`config.mk`:
```
export PLATFORM = sky130hd
export DESIGN_NAME = dual_decode_dispatch
export DESIGN_NICKNAME = d
export VERILOG_FILES = /design/src/rtl/dual_decode_dispatch.sv
export SDC_FILE = /design/constraint.sdc
export NUM_CORES = 1
export LEC_CHECK = 0
export BUFFER_PORTS_ARGS = -buffer_cell sky130_fd_sc_hd__buf_2
export CORE_AREA = 3 3 165 167
export CTS_CLUSTER_DIAMETER = 150
export CTS_CLUSTER_SIZE = 8
export DETAILED_ROUTE_END_ITERATION = 6
export DIE_AREA = 0 0 168 170
export PLACE_DENSITY_LB_ADDON = 0.3
export SLEW_MARGIN = 20
export SYNTH_ARGS = -nofsm -noshare
export SYNTH_HDL_FRONTEND = slang
export SYNTH_SLANG_ARGS = --single-unit
```
`constraint.sdc`:
```
create_clock -name clk_i -period 3.8 [get_ports clk_i]
set_input_delay 0.76 -clock clk_i [delete_from_list [all_inputs] [get_ports clk_i]]
set_output_delay 0.76 -clock clk_i [all_outputs]
set_load 0.01 [all_outputs]
```
`src/rtl/dual_decode_dispatch.sv`:
```
// Two-slot decode dispatch gate: serializes exclusive ops, allocates itags, and
// steers micro-ops ping-pong into two decode queues. Define DECODE_ASSERT_EN for simulation checks.
module dual_decode_dispatch #(
    parameter int PAYLOAD_W = 96,
    parameter int DEPTH     = 16,
    parameter int ITAG_W    = 8
) (
    input  logic                 clk_i,
    input  logic                 arst_i,
    input  logic                 flush_i,
    input  logic [1:0]           in_valid_i,
    input  logic [6:0]           in_opcode0_i,
    input  logic [6:0]           in_opcode1_i,
    input  logic [PAYLOAD_W-1:0] in_payload0_i,
    input  logic [PAYLOAD_W-1:0] in_payload1_i,
    output logic [1:0]           in_ready_o,
    input  logic [1:0]           retire_cnt_i,
    output logic                 q0_wr_o,
    output logic                 q1_wr_o,
    output logic [PAYLOAD_W-1:0] q0_data_o,
    output logic [PAYLOAD_W-1:0] q1_data_o,
    output logic [ITAG_W-1:0]    q0_itag_o,
    output logic [ITAG_W-1:0]    q1_itag_o,
    output logic                 full_o,
    output logic                 empty_o,
    output logic                 excl_flag_o
);
    localparam int OCC_W = $clog2(DEPTH + 1);
    localparam logic [6:0] OP_AMO     = 7'b0101111;
    localparam logic [6:0] OP_SYSTEM  = 7'b1110011;
    localparam logic [6:0] OP_MISCMEM = 7'b0001111;

    logic [6:0]        opcode [2];
    logic [1:0]        excl;
    logic [1:0]        ready;
    logic [1:0]        n_acc;
    logic [ITAG_W-1:0] itag0;
    logic [ITAG_W-1:0] itag1;

    logic              excl_flag_q, excl_flag_d;
    logic              ptr_q, ptr_d;
    logic [ITAG_W-1:0] itag_q, itag_d;
    logic [OCC_W-1:0]  occ_q, occ_d;

    assign opcode[0] = in_opcode0_i;
    assign opcode[1] = in_opcode1_i;

    genvar gi;
    generate
        for (gi = 0; gi < 2; gi++) begin : g_excl
            assign excl[gi] = in_valid_i[gi] &
                              ((opcode[gi] == OP_AMO) |
                               (opcode[gi] == OP_SYSTEM) |
                               (opcode[gi] == OP_MISCMEM));
        end
    endgenerate

    // Full means fewer than two free entries, so a pair can always be absorbed when not full.
    assign full_o      = occ_q > OCC_W'(DEPTH - 2);
    assign empty_o     = occ_q == '0;
    assign excl_flag_o = excl_flag_q;

    always_comb begin
        ready[0] = in_valid_i[0] & ~full_o &
                   ((excl[0] | excl_flag_q) ? empty_o : 1'b1);
        ready[1] = in_valid_i[1] & ~full_o & ~excl[0] & ~excl[1] & ~excl_flag_q;
        n_acc    = {1'b0, ready[0]} + {1'b0, ready[1]};
    end

    assign in_ready_o = ready;
    assign itag0      = itag_q;
    assign itag1      = itag_q + ITAG_W'(1);

    // Slot 0 always lands in queue[ptr]; slot 1 takes the other queue.
    always_comb begin
        q0_wr_o   = ptr_q ? ready[1] : ready[0];
        q1_wr_o   = ptr_q ? ready[0] : ready[1];
        q0_data_o = ptr_q ? in_payload1_i : in_payload0_i;
        q1_data_o = ptr_q ? in_payload0_i : in_payload1_i;
        q0_itag_o = ptr_q ? itag1 : itag0;
        q1_itag_o = ptr_q ? itag0 : itag1;
    end

    always_comb begin
        excl_flag_d = ready[0] ? excl[0] : excl_flag_q;
        ptr_d       = ptr_q ^ (ready[0] & ~ready[1]);
        itag_d      = itag_q + ITAG_W'(n_acc);
        occ_d       = occ_q + OCC_W'(n_acc) - OCC_W'(retire_cnt_i);
        if (flush_i) begin
            excl_flag_d = 1'b0;
            ptr_d       = 1'b0;
            itag_d      = '0;
            occ_d       = '0;
        end
    end

    always_ff @(posedge clk_i or posedge arst_i) begin
        if (arst_i) begin
            excl_flag_q <= 1'b0;
            ptr_q       <= 1'b0;
            itag_q      <= '0;
            occ_q       <= '0;
        end else begin
            excl_flag_q <= excl_flag_d;
            ptr_q       <= ptr_d;
            itag_q      <= itag_d;
            occ_q       <= occ_d;
        end
    end

`ifdef DECODE_ASSERT_EN
    always @(posedge clk_i) begin
        if (!arst_i) begin
            if ($isunknown(in_valid_i) || $isunknown(in_ready_o))
                $error("dual_decode_dispatch: X/Z on in_valid_i or in_ready_o");
            if (in_ready_o[1] && excl[1])
                $error("dual_decode_dispatch: exclusive op accepted from slot 1");
            if (in_valid_i[1] && !in_valid_i[0])
                $error("dual_decode_dispatch: slot 1 valid without slot 0");
            if (OCC_W'(retire_cnt_i) > occ_q)
                $error("dual_decode_dispatch: retire count exceeds occupancy");
        end
    end
`else
`endif

endmodule

```
## Word-level counts from Yosys, hierarchy flattened

Index checks and enable logic that the tools add are counted.

- Input port bits: 213
- Flip-flop bits (word level): 15
- Output and inout port bits: 215

- Reduce and logical (&&, ||, !) cells: 2
- Add/sub/neg operators: 5
- Bitwise operators: 20
- Mux-type cells: 12
- $lt $le $gt $ge: 1
- Equality and inequality tests: 6

Operators by type and width:

| operator | count |
|---|---|
| $mux 96 | 2 |
| $mux 8 | 3 |
| $eq 7x4->1 const B | 2 |
| $eq 7x6->1 const B | 2 |
| $eq 7x7->1 const B | 2 |
| $and 1x1->1 | 9 |
| $add 8x1->8 const B | 1 |
| $add 8x2->8 | 1 |
| $mux 1 | 6 |
| $add 5x2->5 | 1 |
| $gt 5x4->1 const B | 1 |
| $logic_not 5->1 | 1 |
| $mux 5 | 1 |
| $not 1->1 | 5 |
| $or 1x1->1 | 5 |
| $sub 5x2->5 | 1 |
| $add 1x1->2 | 1 |
| $reduce_bool 2->1 | 1 |
| $xor 1x1->1 | 1 |

## Logic depth before layout (Yosys ltp)

Gate-level depths: netlist (run 1).

- Depth in word-level cells: 12
- Gate-level depth with buffers: 15
- Mapped depth without buffers: 15

## Worst setup path after synthesis (run 1)

OpenSTA, ideal clock, no wires.

- Path type: input -> register
- Start: in in_opcode0_i[4]
- End: reg occ_q[4]
- Required time: 3.668 ns
- Setup slack: 0.554 ns
- Buffers on the path: 0
- Arrival: 3.115 ns
- Cell stages on the path: 13
- Cell sequence: nand4bb_1 o21ai_0 o21ai_0 and3_1 ha_1 inv_1 fa_1 inv_1 fa_1 a21oi_1 o21bai_1 xnor2_1 nor2_1

- Elaborated cells between the ends (all ways): 17
- Classes of those cells: add/sub (3); eq/ne (3); mux (2); bitwise (9)

RTL lines:

| element | line | source |
|---|---|---|
| from (decl) | 12 | `input logic [6:0] in_opcode0_i,` |
| $eq 7x6->1 / $eq 7x7->1 (equally long branches) | 52, 53 |  |
| $or 1x1->1 | 52 | `((opcode[gi] == OP_AMO) \|` |
| $or 1x1->1 * | 53 | `(opcode[gi] == OP_SYSTEM) \|` |
| $and 1x1->1 * | 51 | `assign excl[gi] = in_valid_i[gi] &` |
| $or 1x1->1 * | 65 | `((excl[0] \| excl_flag_q) ? empty_o : 1'b1);` |
| $mux 1 * | 65 |  |
| $and 1x1->1 * | 64 | `ready[0] = in_valid_i[0] & ~full_o &` |
| via in_ready_o[0] | 16 | `output logic [1:0] in_ready_o,` |
| $add 1x1->2 * | 67 | `n_acc = {1'b0, ready[0]} + {1'b0, ready[1]};` |
| $add 5x2->5 * | 88 | `occ_d = occ_q + OCC_W'(n_acc) - OCC_W'(retire_cnt_i);` |
| $sub 5x2->5 * | 88 |  |
| $mux 5 * | 89 | `if (flush_i) begin` |
| via occ_d[4] | 43 | `logic [OCC_W-1:0] occ_q, occ_d;` |
| to (signal assigned) | 102 | `occ_q <= '0;` |
| to (signal assigned) | 107 | `occ_q <= occ_d;` |
| to (decl) | 43 |  |

The timed path passes the listed nets; every way through them passes the cells marked *.
A chain may end at the register's enable or synchronous reset.

## Worst setup path after layout (run 1)

- Start: reg occ_q[2]
- End: reg occ_q[4]

- Word-level cells in the longest chain between the ends: 10
- Elaborated cells between the ends (all ways): 14
- Classes of those cells: add/sub (3); order compare (1); mux (2); bitwise (7); reduce/logical (1)

Ends and longest elaborated chain:

| element | line | source |
|---|---|---|
| $gt 5x4->1 | 59 | `assign full_o = occ_q > OCC_W'(DEPTH - 2);` |
| $not 1->1 | 64, 66 |  |
| $and 1x1->1 (4 in series) | 66 | `ready[1] = in_valid_i[1] & ~full_o & ~excl[0] & ~excl[1] & ~excl_flag_q;` |
| $add 1x1->2 | 67 |  |
| $add 5x2->5 * | 88 |  |
| $sub 5x2->5 * | 88 |  |
| $mux 5 * | 89 |  |
| via occ_d[4] | 43 |  |

Marks and branches as above.

==> impl_metrics.ini, run 1 <==
[power]
p_comb_share_pct = 80.6
p_seq_share_pct = 11.5
power.density_mw_per_mm2 = 423
p_sw_share_pct = 45.4
vdd_drop_max_mv = 0.249
p_sw_w = 0.00118
p_leak_nw = 3.12
internal_power_w = 0.00143
power_w = 0.00261
p_clk_share_pct = 7.8

[placed_design]
port-buffer-count = 427
hpwl_um = 14900
dpl_worst_slack_ns = 0.230
globalplace.congestion = 0.823
post_dp_cell_area_mm2 = 0.00609

[drt]
drt_iter0_markers = 57
vias = 4280
via_per_inst = 3.88
antenna_left = 0
drc = 0
drt_pass1_iterations = 4
wl_per_cell_um = 15.4
drt-total-wl_um = 17000

[final_layout]
multi_input_area_mm2 = 0.00302
fin_nets = 998
ff_latch_area_um2 = 379
syn2layout_area_growth_pct = 71.2
antenna_cells = 0
fillers = 2869
final_layout_size_suffix_gt1_share_pct = 82.7
final_cell_area_mm2 = 0.00616

[sta]
rsz0062_at_grt = no
timing.hold.ws_ns = 0.586
worst-slew-pin-transition_ns = 0.643
hold_viol = 0
setup_violations = 0
fmax_ghz = 0.302
period_share_pct = 87.2
drv_slew = 0
layout_min_cycle_time_ns = 3.31
fin_worst_skew_ns = 0.00511
slew-limit-headroom_pct = 57.1
fin_ws_ns = 0.488
finalSetupTns_ns = 0

[yosys]
yosysWarnings = 0
synth_area_per_cell_um2 = 10.1
seq_area_frac_synth_pct = 10.4
synthCells = 358
synthFlopType = dfrtp_1
synth_area_mm2 = 0.00360
synth_fp_nets = 587
synth.distinct_cells = 35
synth_seq_cells = 15
synth-async-reset-ratio_pct = 100
synth_edf_count = 0

[floorplan]
initial_utilization_pct = 13.9
core_area_mm2 = 0.0259
die_y_um = 170
dieArea_mm2 = 0.0286
rows = 59
io_pins = 428
die_w_um = 168

[clocking]
postCtsSetupBuffers = 0
clk_pin_slew_worst_paths_ns = 0.05
cts.path.max_buffers = 2
cts_resized = 0
cts.sinks = 15
cts_tree = yes
cts_hold_buf = 0
clockRootBuffer = clkbuf_16
clk_latency_ns = 0.24
h-tree-depth = 1
tritoncts.num_buffers = 3

[global_route]
grt_use_met3_pct = 1.65
grt_overflow = 0
grt_pass1_wl_um = 23900
grt.busiest_layer = met2
grt.met1_usage_pct = 13.5
track_usage_pct = 10.3
grt_pass1_vias = 4151
grt_max_degree = 74
antenna_found_initial = 0
grtUsageMet2_pct = 18.3

[setup_path]
crit_fanout = 4
worstPathCellList = inv_1 -> ha_1 -> nor4b_2 -> a21oi_1 -> o21ai_0 -> and3_1 -> ha_1 -> inv_1 -> fa_1 -> inv_1 -> fa_1 -> a21oi_1 -> o21bai_1 -> xnor2_1 -> nor2_1
arrival_ns = 3.43
crit_path_end_kind = register
crit_slowest_cell = fa_1
start_kind = register
required_ns = 3.92
cpPeakStageDelay_ns = 0.48
worst-setup-path-type = register to register
path_common_cell = inv_1

[flow_run]
cap_violations = 0

[status]
status = completed

[worst_hold_path]
min_path_type = register to register
==> path summary, 6_finish.rpt <==
check	start	end	slack, ns	cells after the start
hold / removal	excl_flag_o	excl_flag_o	0.59	2
max in group asynchronous	arst_i	ptr_q	2.72	2
min in group asynchronous	arst_i	itag0[5]	0.60	2
hold reg to reg	excl_flag_o	excl_flag_o	0.59	2
setup / recovery	occ_q[2]	occ_q[4]	0.49	15
setup reg to reg	occ_q[2]	occ_q[4]	0.49	15
==> layout make-up <==
| cell class | count | share of cell area, % |
|---|---|---|
| multi-input combinational | 299 | 48.9 |
| timing repair buffer | 433 | 35.8 |
| tap | 335 | 6.80 |
| sequential | 15 | 6.15 |
| clock buffer | 4 | 1.28 |
| inverter | 17 | 1.04 |
==> cells in the final DEF, fill, tap and decap left out, types with 2 or more instances in the layout <==
cell type and instances:
buf_2 427, mux2_2 194, inv_1 17, nor2_1 15
dfrtp_1 14, ha_1 13, xnor2_1 12, xor2_1 10
nand4_1 7, nand3_1 6, nand4b_1 4, a21oi_1 4
nand2_1 4, nor2b_1 4, buf_4 4, o21ai_0 3
and3_1 3, fa_1 3, clkbuf_16 3, a21o_1 2
o2bb2ai_1 2, buf_12 2
==> power by group through the flow <==
stage                     Combinational [W]  Sequential, W  Clock (W)
after floorplan                     0.00138       0.000235          0
after global placement              0.00213       0.000306          0
after detailed placement            0.00212       0.000311          0
after CTS                           0.00214       0.000307   0.000209
after global routing                0.00230       0.000314   0.000219
final                               0.00210       0.000301   0.000204
==> logic make-up after synthesis <==
family | share of synthesized area (%)
muxes | 60.9
and+or+nand+nor | 8.30
buffers and inverters | 5.80
xor gates and xnor gates | 5.35
adders and majority gates | 6.19
AOI/OAI and AO/OA | 2.99
DFF | 10.4
==> flip-flops by register name (all words and copies together) (netlist names) <==
register     flops
excl_flag_o      1
itag0            8
occ_q            5
ptr_q            1
==> metrics by stage <==
stage	utilization (%)	std cells
final	23.8	1103
after CTS	23.8	1103
after floorplan	-	358
after detailed placement	23.5	1099
after global placement	23.5	1099
after global routing	23.8	1103
==> layer usage <==
layer,routed length [µm],part of all wire [%]
met3,1290,7.6
met1,7130,42
met4,75,0.44
met5,0,0
met2,8460,50
==> synth_stat cells (2+ instances only) <==
master	number	area [µm²]
mux2_2	194	2180
buf_2	23	115
inv_1	17	63.8
dfrtp_1	15	375
nor2_1	15	56.3
ha_1	13	163
xnor2_1	12	105
xor2_1	10	87.6
nand4_1	7	43.8
nand3_1	6	30.0
a21oi_1	4	20.0
nand2_1	4	15.0
nand4b_1	4	35.0
nor2b_1	4	25.0
and3_1	3	18.8
fa_1	3	60.1
o21ai_0	3	15.0
a21o_1	2	15.0
buf_4	2	15.0
o2bb2ai_1	2	17.5
==> critical path: cells and delay by family, from the launching register on <==
family	cells	cell delay, ns
AOI/OAI and AO/OA	4	0.47
xor gates and xnor gates	1	0.14
adders and majority gates	4	1.30
buffers and inverters	3	0.24
DFF	1	0.42
and+or+nand+nor	3	0.60
(Power assumes the default switching activity.)
==> run 2, diff against run 1 <==
--- a/config.mk
+++ b/config.mk
@@ -14,2 +14,3 @@
 export PLACE_DENSITY_LB_ADDON = 0.3
+export REMOVE_ABC_BUFFERS = 1
 export SLEW_MARGIN = 20
==> constraint.sdc (replaced) <==
create_clock -name clk_i -period 3.8 [get_ports clk_i]
set_input_delay 0.38 -clock clk_i [delete_from_list [all_inputs] [get_ports clk_i]]
set_output_delay 0.38 -clock clk_i [all_outputs]
set_load 0.01 [all_outputs]
==> impl_metrics.ini, run 2 (synthesized netlist as in run 1, its figures left out) <==
[clocking]
clockRootBuffer = clkbuf_16
h-tree-depth = 1
cts.sinks = 15
clk_latency_ns = 0.24
cts_tree = yes
tritoncts.num_buffers = 3
cts_hold_buf = 0
postCtsSetupBuffers = 0
cts_resized = 0
clk_pin_slew_worst_paths_ns = 0.05
cts.path.max_buffers = 2

[floorplan]
die_w_um = 168
rows = 59
initial_utilization_pct = 13.9
die_y_um = 170
dieArea_mm2 = 0.0286
io_pins = 428
core_area_mm2 = 0.0259

[global_route]
grt_use_met3_pct = 5.09
grtUsageMet2_pct = 18.8
grt_overflow = 0
antenna_found_initial = 0
grt.busiest_layer = met2
grt.met1_usage_pct = 16.9
grt_max_degree = 65
track_usage_pct = 12.3
grt_pass1_vias = 4310
grt_pass1_wl_um = 26900

[placed_design]
dpl_worst_slack_ns = 0.411
hpwl_um = 17800
post_dp_cell_area_mm2 = 0.00607
port-buffer-count = 427
globalplace.congestion = 0.779

[setup_path]
rr_endpoint = occ_q[4]
rrSetupSlack_ns = 0.43
crit_path_end_kind = register
cp-endpoint = occ_q[4]
arrival_ns = 3.49
reg2regPathDepth = 15
worstPathCellList = inv_1 -> ha_1 -> nor4b_2 -> a21oi_1 -> o21ai_0 -> and3_1 -> ha_1 -> inv_1 -> fa_1 -> inv_1 -> fa_1 -> a21oi_1 -> o21bai_1 -> xnor2_1 -> nor2_1
cpPeakStageDelay_ns = 0.48
start_kind = register
crit_slowest_cell = fa_1
crit_start = occ_q[2]
path_common_cell = inv_1
required_ns = 3.92
worst-setup-path-type = register to register
r2r-start = occ_q[2]
crit_fanout = 4

[sta]
drv_slew = 0
layout_min_cycle_time_ns = 3.37
worst-slew-pin-transition_ns = 0.698
fmax_ghz = 0.297
hold_viol = 0
setup_violations = 0
finalSetupTns_ns = 0
rsz0062_at_grt = no
timing.hold.ws_ns = 0.213
slew-limit-headroom_pct = 53.5
period_share_pct = 88.7
fin_ws_ns = 0.428
fin_worst_skew_ns = 0.00397

[final_layout]
fillers = 2897
final_layout_size_suffix_gt1_share_pct = 82.8
syn2layout_area_growth_pct = 70.8
layout_commonest_cell = buf_2
largest_reg_flops = 8
layout.cells.most_common_list = buf_2 (427), mux2_2 (194), inv_1 (17)
fin_nets = 996
antenna_cells = 0
final_cell_area_mm2 = 0.00615

[power]
p_leak_nw = 3.11
power.density_mw_per_mm2 = 434
vdd_drop_max_mv = 0.195

[drt]
wl_per_cell_um = 18.1
drt_iter0_markers = 126
via_per_inst = 3.99
antenna_left = 0
vias = 4388
drc = 0
drt_pass1_iterations = 4
drt-total-wl_um = 19900

[flow_run]
cap_violations = 0

[status]
status = completed

[worst_hold_path]
min_path_type = input pin to async pin
## run 2: cell types whose count changed in the layout (fill, tap and decap cells not counted)
| cell | delta |
|---|---|
| clkbuf_1 | -1 |
| clkinv_2 | +1 |
| buf_4 | -2 |
## run 2: report_power, final
group	internal, W	total (W)	switching (W)
clock	0.000140	0.000205	0.0000643
combinational	0.00108	0.00215	0.00107
sequential	0.000200	0.000313	0.000114
total	0.00142	0.00267	0.00125
## run 2: critical path, delay by kind of cell (launching register included)
| kind | cells | cell delay (ns) |
|---|---|---|
| flops | 1 | 0.42 |
| buf+inv | 3 | 0.25 |
| fa+ha+maj | 4 | 1.36 |
| compound gates | 4 | 0.46 |
| xor+xnor | 1 | 0.13 |
| simple gates | 3 | 0.63 |
## run 2: worst min path at each step
| stage | startpoint | to |
|---|---|---|
| CTS | arst_i | itag0[1] |
| finish | arst_i | itag0[1] |
| detailed placement | arst_i | itag0[5] |
| global placement | arst_i | itag0[5] |
| global route | arst_i | itag0[1] |
| floorplan | arst_i | excl_flag_o |
## run 2: cell type report
class | count | area [µm²] | area share [%]
multi-input combinational | 299 | 3020 | 49.0
timing repair buffer | 431 | 2190 | 35.6
tap | 335 | 419 | 6.81
sequential | 15 | 379 | 6.16
clock buffer | 3 | 75.1 | 1.22
inverter | 17 | 63.8 | 1.04
clock inverter | 1 | 5.00 | 0.0814
## run 2: stage by stage
| stage | instances | power (W) | utilization, % |
|---|---|---|---|
| after CTS | 1101 | 0.00272 | 23.7 |
| after floorplan | 331 | 0.00170 | - |
| after detailed placement | 1097 | 0.00250 | 23.4 |
| final | 1101 | 0.00267 | 23.7 |
| after global routing | 1101 | 0.00290 | 23.7 |
| after global placement | 1097 | 0.00249 | 23.4 |
## run 2: per-layer routing
metal  wire length (µm)  up-vias
met5                  0        -
met3               2280        6
li1                   -     2132
met2               8630      241
met1               8870     2009
met4                142        0
